`config.mk`:
```
export PLATFORM = sky130hd
export DESIGN_NAME = fifo_burst_framer
export DESIGN_NICKNAME = d
export VERILOG_FILES = /design/src/rtl/fifo_burst_framer.sv
export SDC_FILE = /design/constraint.sdc
export NUM_CORES = 1
export LEC_CHECK = 0
export BUFFER_PORTS_ARGS = -buffer_cell sky130_fd_sc_hd__buf_2
export CAP_MARGIN = 10
export CORE_MARGIN = 8
export CORE_UTILIZATION = 45
export CTS_CLUSTER_DIAMETER = 80
export CTS_CLUSTER_SIZE = 10
export DETAILED_ROUTE_END_ITERATION = 16
export GPL_ROUTABILITY_DRIVEN = 0
export HOLD_SLACK_MARGIN = 0.1
export PLACE_DENSITY = 0.69
export SLEW_MARGIN = 15
export SYNTH_ARGS = -nofsm -noshare
export SYNTH_HDL_FRONTEND = slang
export SYNTH_SLANG_ARGS = --single-unit
```
`constraint.sdc`:
```
create_clock -name clk -period 2.6 [get_ports clk]
set_input_delay 0.26 -clock clk [delete_from_list [all_inputs] [get_ports clk]]
set_output_delay 0.26 -clock clk [all_outputs]
set_load 0.01 [all_outputs]
```
`src/rtl/fifo_burst_framer.sv`:
```
// Purpose: frames words from a first-word-fall-through FIFO into bursts of up to BURST_LEN beats, closing on full, idle timeout or flush.
// Latency: a word popped at edge N reaches the output stage at edge N+1 once its successor is visible or the burst is being closed.
// Backpressure: out_ready low freezes the output beat; at most one further word is popped into the hold stage while stalled.
module fifo_burst_framer #(
    parameter int DW        = 32,
    parameter int BURST_LEN = 16,
    parameter int TIMEOUT   = 64
) (
    input  logic          clk,
    input  logic          nreset,
    input  logic [DW-1:0] in_data,
    input  logic          in_empty,
    output logic          in_rd_en,
    input  logic          flush,
    output logic [DW-1:0] out_data,
    output logic          out_valid,
    output logic          out_last,
    input  logic          out_ready,
    output logic          burst_active
);

    localparam int CW = $clog2(BURST_LEN + 1);
    localparam int IW = $clog2(TIMEOUT + 1);
    localparam logic [CW-1:0] CNT_LAST = CW'(BURST_LEN - 1);
    localparam logic [IW-1:0] IDLE_MAX = IW'(TIMEOUT);
    localparam logic [IW-1:0] IDLE_HIT = IW'(TIMEOUT - 1);

    logic [DW-1:0] hold_data_q, hold_data_d;
    logic          hold_valid_q, hold_valid_d;
    logic [DW-1:0] out_data_q, out_data_d;
    logic          out_valid_q, out_valid_d;
    logic          out_last_q, out_last_d;
    logic [CW-1:0] cnt_q, cnt_d;
    logic [IW-1:0] idle_cnt_q, idle_cnt_d;

    logic out_free;
    logic cnt_full;
    logic timeout_hit;
    logic move;
    logic close_burst;

    // Handshake decode: a hold word only advances when it is known whether it ends the burst.
    always_comb begin
        out_free    = !out_valid_q || out_ready;
        cnt_full    = (cnt_q == CNT_LAST);
        timeout_hit = (idle_cnt_q >= IDLE_HIT) && in_empty;
        move        = hold_valid_q && out_free &&
                      (!in_empty || cnt_full || timeout_hit || flush);
        // With no successor visible the beat can only be moving because the burst is being closed.
        close_burst = cnt_full || in_empty;
        in_rd_en    = nreset && !in_empty && (!hold_valid_q || move);
    end

    // Next-state for hold stage, output stage, beat counter and idle counter.
    always_comb begin
        hold_data_d  = hold_data_q;
        hold_valid_d = hold_valid_q;
        out_data_d   = out_data_q;
        out_valid_d  = out_valid_q;
        out_last_d   = out_last_q;
        cnt_d        = cnt_q;
        idle_cnt_d   = '0;

        if (in_rd_en) begin
            hold_data_d  = in_data;
            hold_valid_d = 1'b1;
        end else if (move) begin
            hold_valid_d = 1'b0;
        end

        if (move) begin
            out_data_d  = hold_data_q;
            out_valid_d = 1'b1;
            out_last_d  = close_burst;
            cnt_d       = close_burst ? '0 : cnt_q + 1'b1;
        end else if (out_ready && out_valid_q) begin
            out_valid_d = 1'b0;
        end

        if (hold_valid_q && in_empty && !move) begin
            idle_cnt_d = (idle_cnt_q == IDLE_MAX) ? idle_cnt_q : idle_cnt_q + 1'b1;
        end
    end

    // State registers with synchronous active-low reset; reset drops any open burst.
    always_ff @(posedge clk) begin
        if (!nreset) begin
            hold_data_q  <= '0;
            hold_valid_q <= 1'b0;
            out_data_q   <= '0;
            out_valid_q  <= 1'b0;
            out_last_q   <= 1'b0;
            cnt_q        <= '0;
            idle_cnt_q   <= '0;
        end else begin
            hold_data_q  <= hold_data_d;
            hold_valid_q <= hold_valid_d;
            out_data_q   <= out_data_d;
            out_valid_q  <= out_valid_d;
            out_last_q   <= out_last_d;
            cnt_q        <= cnt_d;
            idle_cnt_q   <= idle_cnt_d;
        end
    end

    assign out_data     = out_data_q;
    assign out_valid    = out_valid_q;
    assign out_last     = out_last_q;
    assign burst_active = (cnt_q != '0);

endmodule

```
Word level (Yosys, flattened, before mapping)
Index checks and enable logic that the tools add are counted.
{"block": "word_totals", "elab_cells": 39, "out_inout_bits": 36, "register_bits": 79}
{"block": "op_classes", "addsub": 2, "n_mux": 5, "n_reduce_logical": 22, "n_eq_ne": 2, "n_lt_le_gt_ge": 1}
{"op": "1-bit logical AND", "count": 8}
{"op": "7-bit by 1-bit adder with 7-bit output, second input constant", "count": 1}
{"op": "7-bit == test, second input constant", "count": 1}
{"op": "7-bit by 6-bit >= comparator with 1-bit output, second input constant", "count": 1}
{"op": "1-bit logical OR", "count": 6}
{"op": "5-bit by 1-bit adder with 5-bit output, second input constant", "count": 1}
{"op": "5-bit by 4-bit == test with 1-bit output, second input constant", "count": 1}
{"op": "5-bit 2-to-1 mux", "count": 1}
{"op": "5-bit nonzero test", "count": 1}
{"op": "1-bit zero test", "count": 4}
{"op": "1-bit 2-to-1 mux", "count": 4}
{"op": "2-bit nonzero test", "count": 2}
{"op": "2-bit AND reduction", "count": 1}

Longest topological paths before layout
Gate-level depths: netlist of the first run.
{"block": "logic_depth", "ltp_word": 8, "ltp_mapped": 9, "ltp_nobuf": 7}

Least setup slack after synthesis of the first run
No wires, ideal clock.
{"block": "synth_timing", "kind": "flip-flop to flip-flop", "from": "reg cnt_q[0]", "to": "reg out_data_q[13], in the netlist out_data[13]", "stages_incl_launch_ff": 10, "period_less_slack_ns": 2.232, "t_required_ns": 2.528, "path_slack_ns": 0.368, "arrival_ns": 2.161, "path_cell_list": "dfxtp_1 ha_1 and3_1 ha_1 or4b_4 a31oi_4 or2_1 buf_6 buf_12 mux2i_1"}
{"block": "synth_via", "elab_chain_len": 5}
{"element": "start, declared", "line_no": "33", "rtl": "logic [CW-1:0] cnt_q, cnt_d;"}
{"element": "start signal, assigned", "line_no": "101", "rtl": "cnt_q <= cnt_d;"}
{"element": "5-bit by 4-bit == test with 1-bit output", "line_no": "45", "rtl": "cnt_full = (cnt_q == CNT_LAST);"}
{"element": "1-bit logical OR (3 in a row)", "line_no": "48", "rtl": "(!in_empty || cnt_full || timeout_hit || flush);"}
{"element": "1-bit logical AND", "line_no": "47", "rtl": "move = hold_valid_q && out_free &&"}
{"element": "end signal, assigned", "line_no": "98", "rtl": "out_data_q <= out_data_d;"}
{"element": "end, declared", "line_no": "30", "rtl": "logic [DW-1:0] out_data_q, out_data_d;"}
No other way between the ends.
A chain may end at the register's enable or synchronous reset.

Worst setup path after layout of the first run
{"block": "layout_timing", "from": "reg cnt_q[0]", "to": "reg out_data_q[19], in the netlist out_data[19]"}
Same word-level chain as after synthesis.

==> results of run 1 <==
## worst max-delay path, delay by kind of cell (launching register included)
kind / cells / cell delay (ns)
and+or+nand+nor: 3 / 1.02
adders and majority gates: 2 / 0.44
DFF: 1 / 0.35
buffers and inverters: 1 / 0.20
muxes: 1 / 0.19
AOI/OAI and AO/OA: 1 / 0.16
## final cells by class
type | count | area (sq um) | share of cell area [%]
timing repair buffer | 79 | 438 | 12.0
clock buffer | 10 | 128 | 3.50
inverter | 6 | 22.5 | 0.617
sequential | 79 | 1580 | 43.3
clock inverter | 5 | 82.6 | 2.26
tap | 80 | 100 | 2.74
multi-input combinational | 223 | 1300 | 35.6
## cell families (layout without fill, tap and decap cells)
logic type / count (synthesis) / count (layout) / share of synthesized area, %
fa+ha+maj: 5 / 5 / 2.07
xor+xnor: 6 / 6 / 1.74
compound gates: 44 / 44 / 8.46
flops: 79 / 79 / 52.4
simple gates: 133 / 133 / 18.7
buf+inv: 25 / 100 / 4.97
mux: 35 / 35 / 11.6
## worst paths after layout
kind | end | startpoint | slack, ns | depth (start not counted)
setup / recovery | out_data[19] | cnt_q[0] | 0.17 | 8
hold / removal | hold_data_q[9] | in_data[9] | 0.11 | 3
setup reg to reg | out_data[19] | cnt_q[0] | 0.17 | 8
hold reg to reg | out_data[0] | out_data[0] | 0.46 | 2
## flip-flops by register name, summed over array words and instances, names as in the netlist
name / flops
out_valid: 1
cnt_q: 5
idle_cnt_q: 7
out_data: 32
hold_data_q: 32
hold_valid_q: 1
out_last: 1
## per-stage QoR
step	hold slack [ns]	area (sq um)	power, uW
floorplan	0.369	3020	1480
global placement	0.442	3440	1550
detailed placement	0.449	3440	1560
CTS	0.105	3650	2520
global route	0.112	3650	2590
finish	0.114	3650	2490
## cells in the mapped netlist, types with 2 or more instances
| master | number | area (sq um) |
|---|---|---|
| sky130_fd_sc_hd__a21oi_1 | 3 | 15.0 |
| sky130_fd_sc_hd__and3_1 | 2 | 12.5 |
| sky130_fd_sc_hd__buf_12 | 3 | 60.1 |
| sky130_fd_sc_hd__clkbuf_1 | 15 | 56.3 |
| sky130_fd_sc_hd__dfxtp_1 | 79 | 1580 |
| sky130_fd_sc_hd__ha_1 | 5 | 62.6 |
| sky130_fd_sc_hd__inv_1 | 6 | 22.5 |
| sky130_fd_sc_hd__mux2i_1 | 35 | 350 |
| sky130_fd_sc_hd__nand2_1 | 101 | 379 |
| sky130_fd_sc_hd__nand2b_1 | 2 | 12.5 |
| sky130_fd_sc_hd__nand3_1 | 8 | 40.0 |
| sky130_fd_sc_hd__nand3b_1 | 2 | 15.0 |
| sky130_fd_sc_hd__nor2_1 | 8 | 30.0 |
| sky130_fd_sc_hd__nor3_1 | 2 | 10.0 |
| sky130_fd_sc_hd__o21ai_0 | 34 | 170 |
| sky130_fd_sc_hd__xor2_1 | 5 | 43.8 |
## per-layer routing
layer | vias up | global-route usage, % | part of all wire [%]
met3 | 6 | 3.77 | 5.2
met2 | 55 | 23.1 | 48
met5 | - | 0 | 0
met4 | 0 | 6.59 | 1.4
li1 | 1218 | - | -
met1 | 1085 | 15.5 | 46
## where the power goes
part	internal, uW	leakage [uW]	switching [uW]
clock network	540	0.000107	427
logic	103	0.000954	129
registers	1270	0.000646	24.6
==> reports/qor.log, run 1 <==
qor: setup_path.arrival 2.70 ns
qor: detailed_routing.totalWireLength 6440 um
qor: finish.layout_commonest_cell sky130_fd_sc_hd__nand2_1
qor: setup_path.cp_cell_sequence ha_1 -> and3_1 -> ha_1 -> or4b_4 -> a31oi_4 -> or2_2 -> buf_4 -> mux2i_1
qor: timing.fin_ws 0.166 ns
qor: logic_synthesis.syn_area_per_cell 9.23 sq um
qor: timing.layout_min_cycle_time 2.43 ns
qor: timing.timing.final.max_slew_violations 0
qor: floorplanning.die_x 97.9 um
qor: detailed_routing.route.antenna.remaining_nets 0
qor: global_route.track_usage 13.6%
qor: clock_tree.tritoncts yes
qor: detailed_routing.wl_per_cell 13.4 um
qor: power.powerDensity 683 mW/mm^2
qor: min_path.worst_hold_path_type input pin to flop
qor: logic_synthesis.synth-async-reset-ratio 0%
qor: clock_tree.cts_made_buffers 9
qor: global_route.overflow 0
qor: setup_path.worst_path_max_stage_delay 0.53 ns
qor: finish.final_cell_mix sky130_fd_sc_hd__nand2_1, sky130_fd_sc_hd__dfxtp_1, sky130_fd_sc_hd__buf_2, sky130_fd_sc_hd__mux2i_1, sky130_fd_sc_hd__o21ai_0
qor: floorplanning.dieHeight 97.9 um
qor: clock_tree.clock_path_buffers 2
qor: setup_path.worst_setup_path_start_kind flop
qor: clock_tree.cts.reportedPaths.clkPinSlew 0.08 ns
qor: timing.slew-limit-headroom 53.2%
qor: run.drv_cap 0
qor: clock_tree.cts_sinks 79
qor: timing.worst-slew-pin-transition 0.702 ns
qor: place.place.detailed.hpwl 4650 um
qor: logic_synthesis.syn_inst 327
qor: setup_path.timing.critical_path.slowest_stage_cell sky130_fd_sc_hd__or4b_4
qor: finish.fillCellCount 645
qor: place.port_buffers 72
qor: logic_synthesis.synth.lib_cells_used.distinct 33
qor: logic_synthesis.synth.cell_area 0.00302 sq mm
qor: setup_path.critical_path_required 2.86 ns
qor: power.cellLeakagePower 0.00171 uW
qor: setup_path.worst_setup_path_end_kind flop
qor: timing.setup_viol 0
qor: clock_tree.cts_hold_buffers 0
qor: logic_synthesis.synth_seq_area_share 52.4%
qor: setup_path.critical_path_class flop to flop
qor: clock_tree.clock_insertion_delay_worst_skew 0.33 ns
qor: finish.postLayoutCoreUtil 54.9%
qor: clock_tree.clock-root-buffer sky130_fd_sc_hd__clkbuf_8
qor: logic_synthesis.yosys_most_used_dff sky130_fd_sc_hd__dfxtp_1
qor: setup_path.timing.critical_path.fanout_max 7
qor: timing.setup_repair_after_global_routing_missed_its_margin false
qor: logic_synthesis.register_bit_count_reported_by_yosys 79
qor: floorplanning.core_area 0.00664 sq mm
qor: timing.totalNegativeSetupSlack 0 ns
qor: global_route.number_of_global_route_vias_before_repair 2387
qor: finish.antenna-diode-count 0
qor: floorplanning.placementRows 30
qor: global_route.antenna_found_initial 0
qor: timing.finalHoldViolations 0
qor: global_route.grt_max_degree 74
qor: finish.finalNonFillerCells 482
qor: detailed_routing.routed_via_density 4.90
qor: detailed_routing.routed_vias 2364
qor: place.pre_cts_ws 0.148 ns
qor: finish.post_route_cells_drive_above_1_share 24.9%
qor: global_route.grt_pass1_wl 10900 um
qor: finish.final_net_count 440
qor: timing.max_clock_freq 0.411 GHz
qor: floorplanning.ios 73
qor: detailed_routing.remaining_drc_errors 0
qor: floorplanning.floorplan.initialDensity 45.4%
qor: logic_synthesis.yosysWarningCount 0
qor: detailed_routing.drt_first_pass_iters 5
qor: clock_tree.setup_buffers_after_cts 0
qor: timing.period_share 93.6%
qor: run_status.outcome complete, no violations
qor: logic_synthesis.postSynthNetCount 369
qor: place.dp_cells 467
qor: setup_path.cpMostUsedCell sky130_fd_sc_hd__ha_1
qor: detailed_routing.drt-initial-drc-count 83
qor: timing.skew 0.00780 ns
qor: clock_tree.cts_max_level 3
qor: floorplanning.dieArea 0.00958 sq mm
qor: finish.area_added_between_synthesis_and_finish 20.9%
qor: power.vdd_drop_max 0.356 mV
qor: clock_tree.post_cts.resized_instances 0
qor: logic_synthesis.synth-edff-count 0
Note: power is estimated with default switching activity, not from simulation.
==> inputs of run 2 (changes only) <==
Settings changed: BUFFER_PORTS_ARGS -buffer_cell sky130_fd_sc_hd__buf_2 to default, DONT_BUFFER_PORTS from default to 1, PLACE_DENSITY 0.69 to default.
==> reports/qor.log, run 2 (synthesis gave the netlist of run 1 again) <==
qor: run_status.outcome complete, no violations
qor: floorplanning.core_area 0.00664 sq mm [unchanged]
qor: timing.slew-limit-headroom 57.5% [+4.3 points]
qor: power.vdd_drop_max 0.402 mV [+13%]
qor: min_path.worst_hold_path_type input pin to flop
qor: timing.setup_viol 0 [unchanged]
qor: floorplanning.dieArea 0.00958 sq mm [unchanged]
qor: detailed_routing.routed_vias 2310 [-2.3%]
qor: setup_path.cp_cell_sequence ha_1 -> and3_1 -> ha_1 -> or4b_4 -> a31oi_4 -> or2_2 -> buf_4 -> mux2i_1
qor: timing.max_clock_freq 0.419 GHz [+2.1%]
qor: setup_path.critical_path_class flop to flop
qor: floorplanning.ios 73 [unchanged]
qor: clock_tree.cts_max_level 3 [unchanged]
qor: detailed_routing.drt-initial-drc-count 70 [-16%]
qor: detailed_routing.totalWireLength 6810 um [+5.7%]
qor: finish.multi_input_comb_area 0.00130 sq mm [unchanged]
qor: setup_path.cpMostUsedCell sky130_fd_sc_hd__ha_1
qor: global_route.number_of_global_route_vias_before_repair 2357 [-1.3%]
qor: setup_path.critical_path_required 2.87 ns [about the same]
qor: detailed_routing.drt_first_pass_iters 4 [-1]
qor: detailed_routing.route.antenna.remaining_nets 0 [unchanged]
qor: global_route.antenna_found_initial 0 [unchanged]
qor: timing.setup_repair_after_global_routing_missed_its_margin false
qor: detailed_routing.remaining_drc_errors 0 [unchanged]
qor: global_route.grt_max_degree 72 [-2.7%]
qor: finish.fillCellCount 571 [-11%]
qor: setup_path.worst_path_max_stage_delay 0.53 ns [about the same]
qor: power.cellLeakagePower 0.00166 uW [-2.8%]
qor: clock_tree.clock_insertion_delay_worst_skew 0.35 ns [+0.02 ns]
qor: timing.layout_min_cycle_time 2.38 ns [-0.0498 ns]
qor: clock_tree.clock-root-buffer sky130_fd_sc_hd__clkbuf_8
qor: finish.area_added_between_synthesis_and_finish 28.7%
qor: floorplanning.dieHeight 97.9 um [unchanged]
qor: detailed_routing.wl_per_cell 14.5 um [+8.7%]
qor: global_route.grt_pass1_wl 11400 um [+5.0%]
qor: power.powerDensity 651 mW/mm^2 [-4.7%]
qor: clock_tree.clock_path_buffers 2 [unchanged]
qor: floorplanning.floorplan.initialDensity 45.4% [unchanged]
qor: global_route.overflow 0 [unchanged]
qor: finish.layout_commonest_cell sky130_fd_sc_hd__nand2_1
qor: place.port_buffers 0 [-100%]
qor: setup_path.worst_setup_path_end_kind flop
qor: clock_tree.tritoncts yes
qor: timing.skew 0.0113 ns [+0.00354 ns]
qor: floorplanning.die_x 97.9 um [unchanged]
qor: clock_tree.cts.reportedPaths.clkPinSlew 0.08 ns [about the same]
qor: floorplanning.placementRows 30 [unchanged]
qor: timing.timing.final.max_slew_violations 0 [unchanged]
qor: timing.finalHoldViolations 0 [unchanged]
qor: setup_path.worst_setup_path_start_kind flop
qor: clock_tree.cts_made_buffers 9 [unchanged]
qor: setup_path.path_delay_family simple AND/OR/NAND/NOR gates
qor: place.place.detailed.hpwl 4050 um [-13%]
qor: run.drv_cap 0 [unchanged]
qor: setup_path.path_buf_inv 1 [unchanged]
qor: setup_path.timing.critical_path.fanout_max 9 [+2]
qor: setup_path.timing.critical_path.slowest_stage_cell sky130_fd_sc_hd__or4b_4
qor: detailed_routing.routed_via_density 4.93 [+0.42%]
qor: timing.hold-worst-slack 0.114 ns [-0.000219 ns]
qor: global_route.track_usage 14.6% [+0.98 points]
qor: finish.post_route_cells_drive_above_1_share 7.20% [-18 points]
qor: clock_tree.post_cts.resized_instances 0 [unchanged]
qor: setup_path.arrival 2.66 ns [-0.04 ns]
qor: timing.period_share 91.7% [-1.9 points]
qor: finish.final_cell_mix sky130_fd_sc_hd__nand2_1, sky130_fd_sc_hd__dfxtp_1, sky130_fd_sc_hd__dlygate4sd3_1, sky130_fd_sc_hd__mux2i_1, sky130_fd_sc_hd__o21ai_0
qor: finish.final_net_count 426 [-3.2%]
qor: finish.antenna-diode-count 0 [unchanged]
qor: timing.worst-slew-pin-transition 0.637 ns [-0.0657 ns]
qor: timing.totalNegativeSetupSlack 0 ns [unchanged]
qor: finish.register_area 0.00158 sq mm [unchanged]
qor: clock_tree.cts_sinks 79 [unchanged]
[run 2: cell count changes in the layout (fill, tap and decap cells not counted)]
cell,previous run,this run
sky130_fd_sc_hd__clkinv_2,1,0
sky130_fd_sc_hd__clkinvlp_4,0,1
sky130_fd_sc_hd__bufinv_16,2,1
sky130_fd_sc_hd__inv_8,0,1
sky130_fd_sc_hd__buf_16,0,1
sky130_fd_sc_hd__dlygate4sd3_1,0,60
sky130_fd_sc_hd__clkbuf_8,9,10
sky130_fd_sc_hd__inv_6,1,2
sky130_fd_sc_hd__buf_12,2,1
sky130_fd_sc_hd__clkbuf_1,1,0
sky130_fd_sc_hd__buf_2,72,0
sky130_fd_sc_hd__buf_4,5,3
[run 2: per-stage QoR]
step / setup slack [ns] / util (%) / instances / total power, uW / instance area, sq um
floorplan: 0.368 / - / 327 / 1480 / 3020
global placement: 0.296 / 45.8 / 392 / 1480 / 3040
global route: 0.0594 / 58.5 / 469 / 2640 / 3880
finish: 0.216 / 58.5 / 469 / 2530 / 3880
CTS: 0.220 / 58.5 / 469 / 2550 / 3880
detailed placement: 0.235 / 45.8 / 392 / 1490 / 3040
[run 2: final timing paths]
path                                       from            to  slack [ns]  depth (start not counted)
worst max-delay path                   cnt_q[0]  out_data[27]        0.22                          8
worst min-delay path                     nreset  hold_valid_q        0.11                          2
worst max register to register         cnt_q[0]  out_data[27]        0.22                          8
worst min register to register  hold_data_q[16]  out_data[16]        0.45                          2
[run 2: per-layer routing]
metal,routed length (um),global-route usage (%)
met5,0,0
met4,101,6.12
met3,558,6.47
met2,3170,23.8
met1,2980,16.3
[run 2: final cells by class]
type                       count  share of cell area [%]
inverter                       6                   0.580
tap                           80                    2.58
sequential                    79                    40.7
timing repair buffer          65                    17.3
clock buffer                  10                    3.54
clock inverter                 6                    1.93
multi-input combinational    223                    33.4
[run 2: power breakdown]
group | switching [uW] | internal (uW)
clock network | 483 | 485
registers | 39.1 | 1270
logic | 117 | 136
total | 639 | 1890
[run 2: what timing repair did]
item	4_1_cts	5_1_grt
setup buffers	0	0
hold endpoints to repair	69	0
hold buffers	61	0
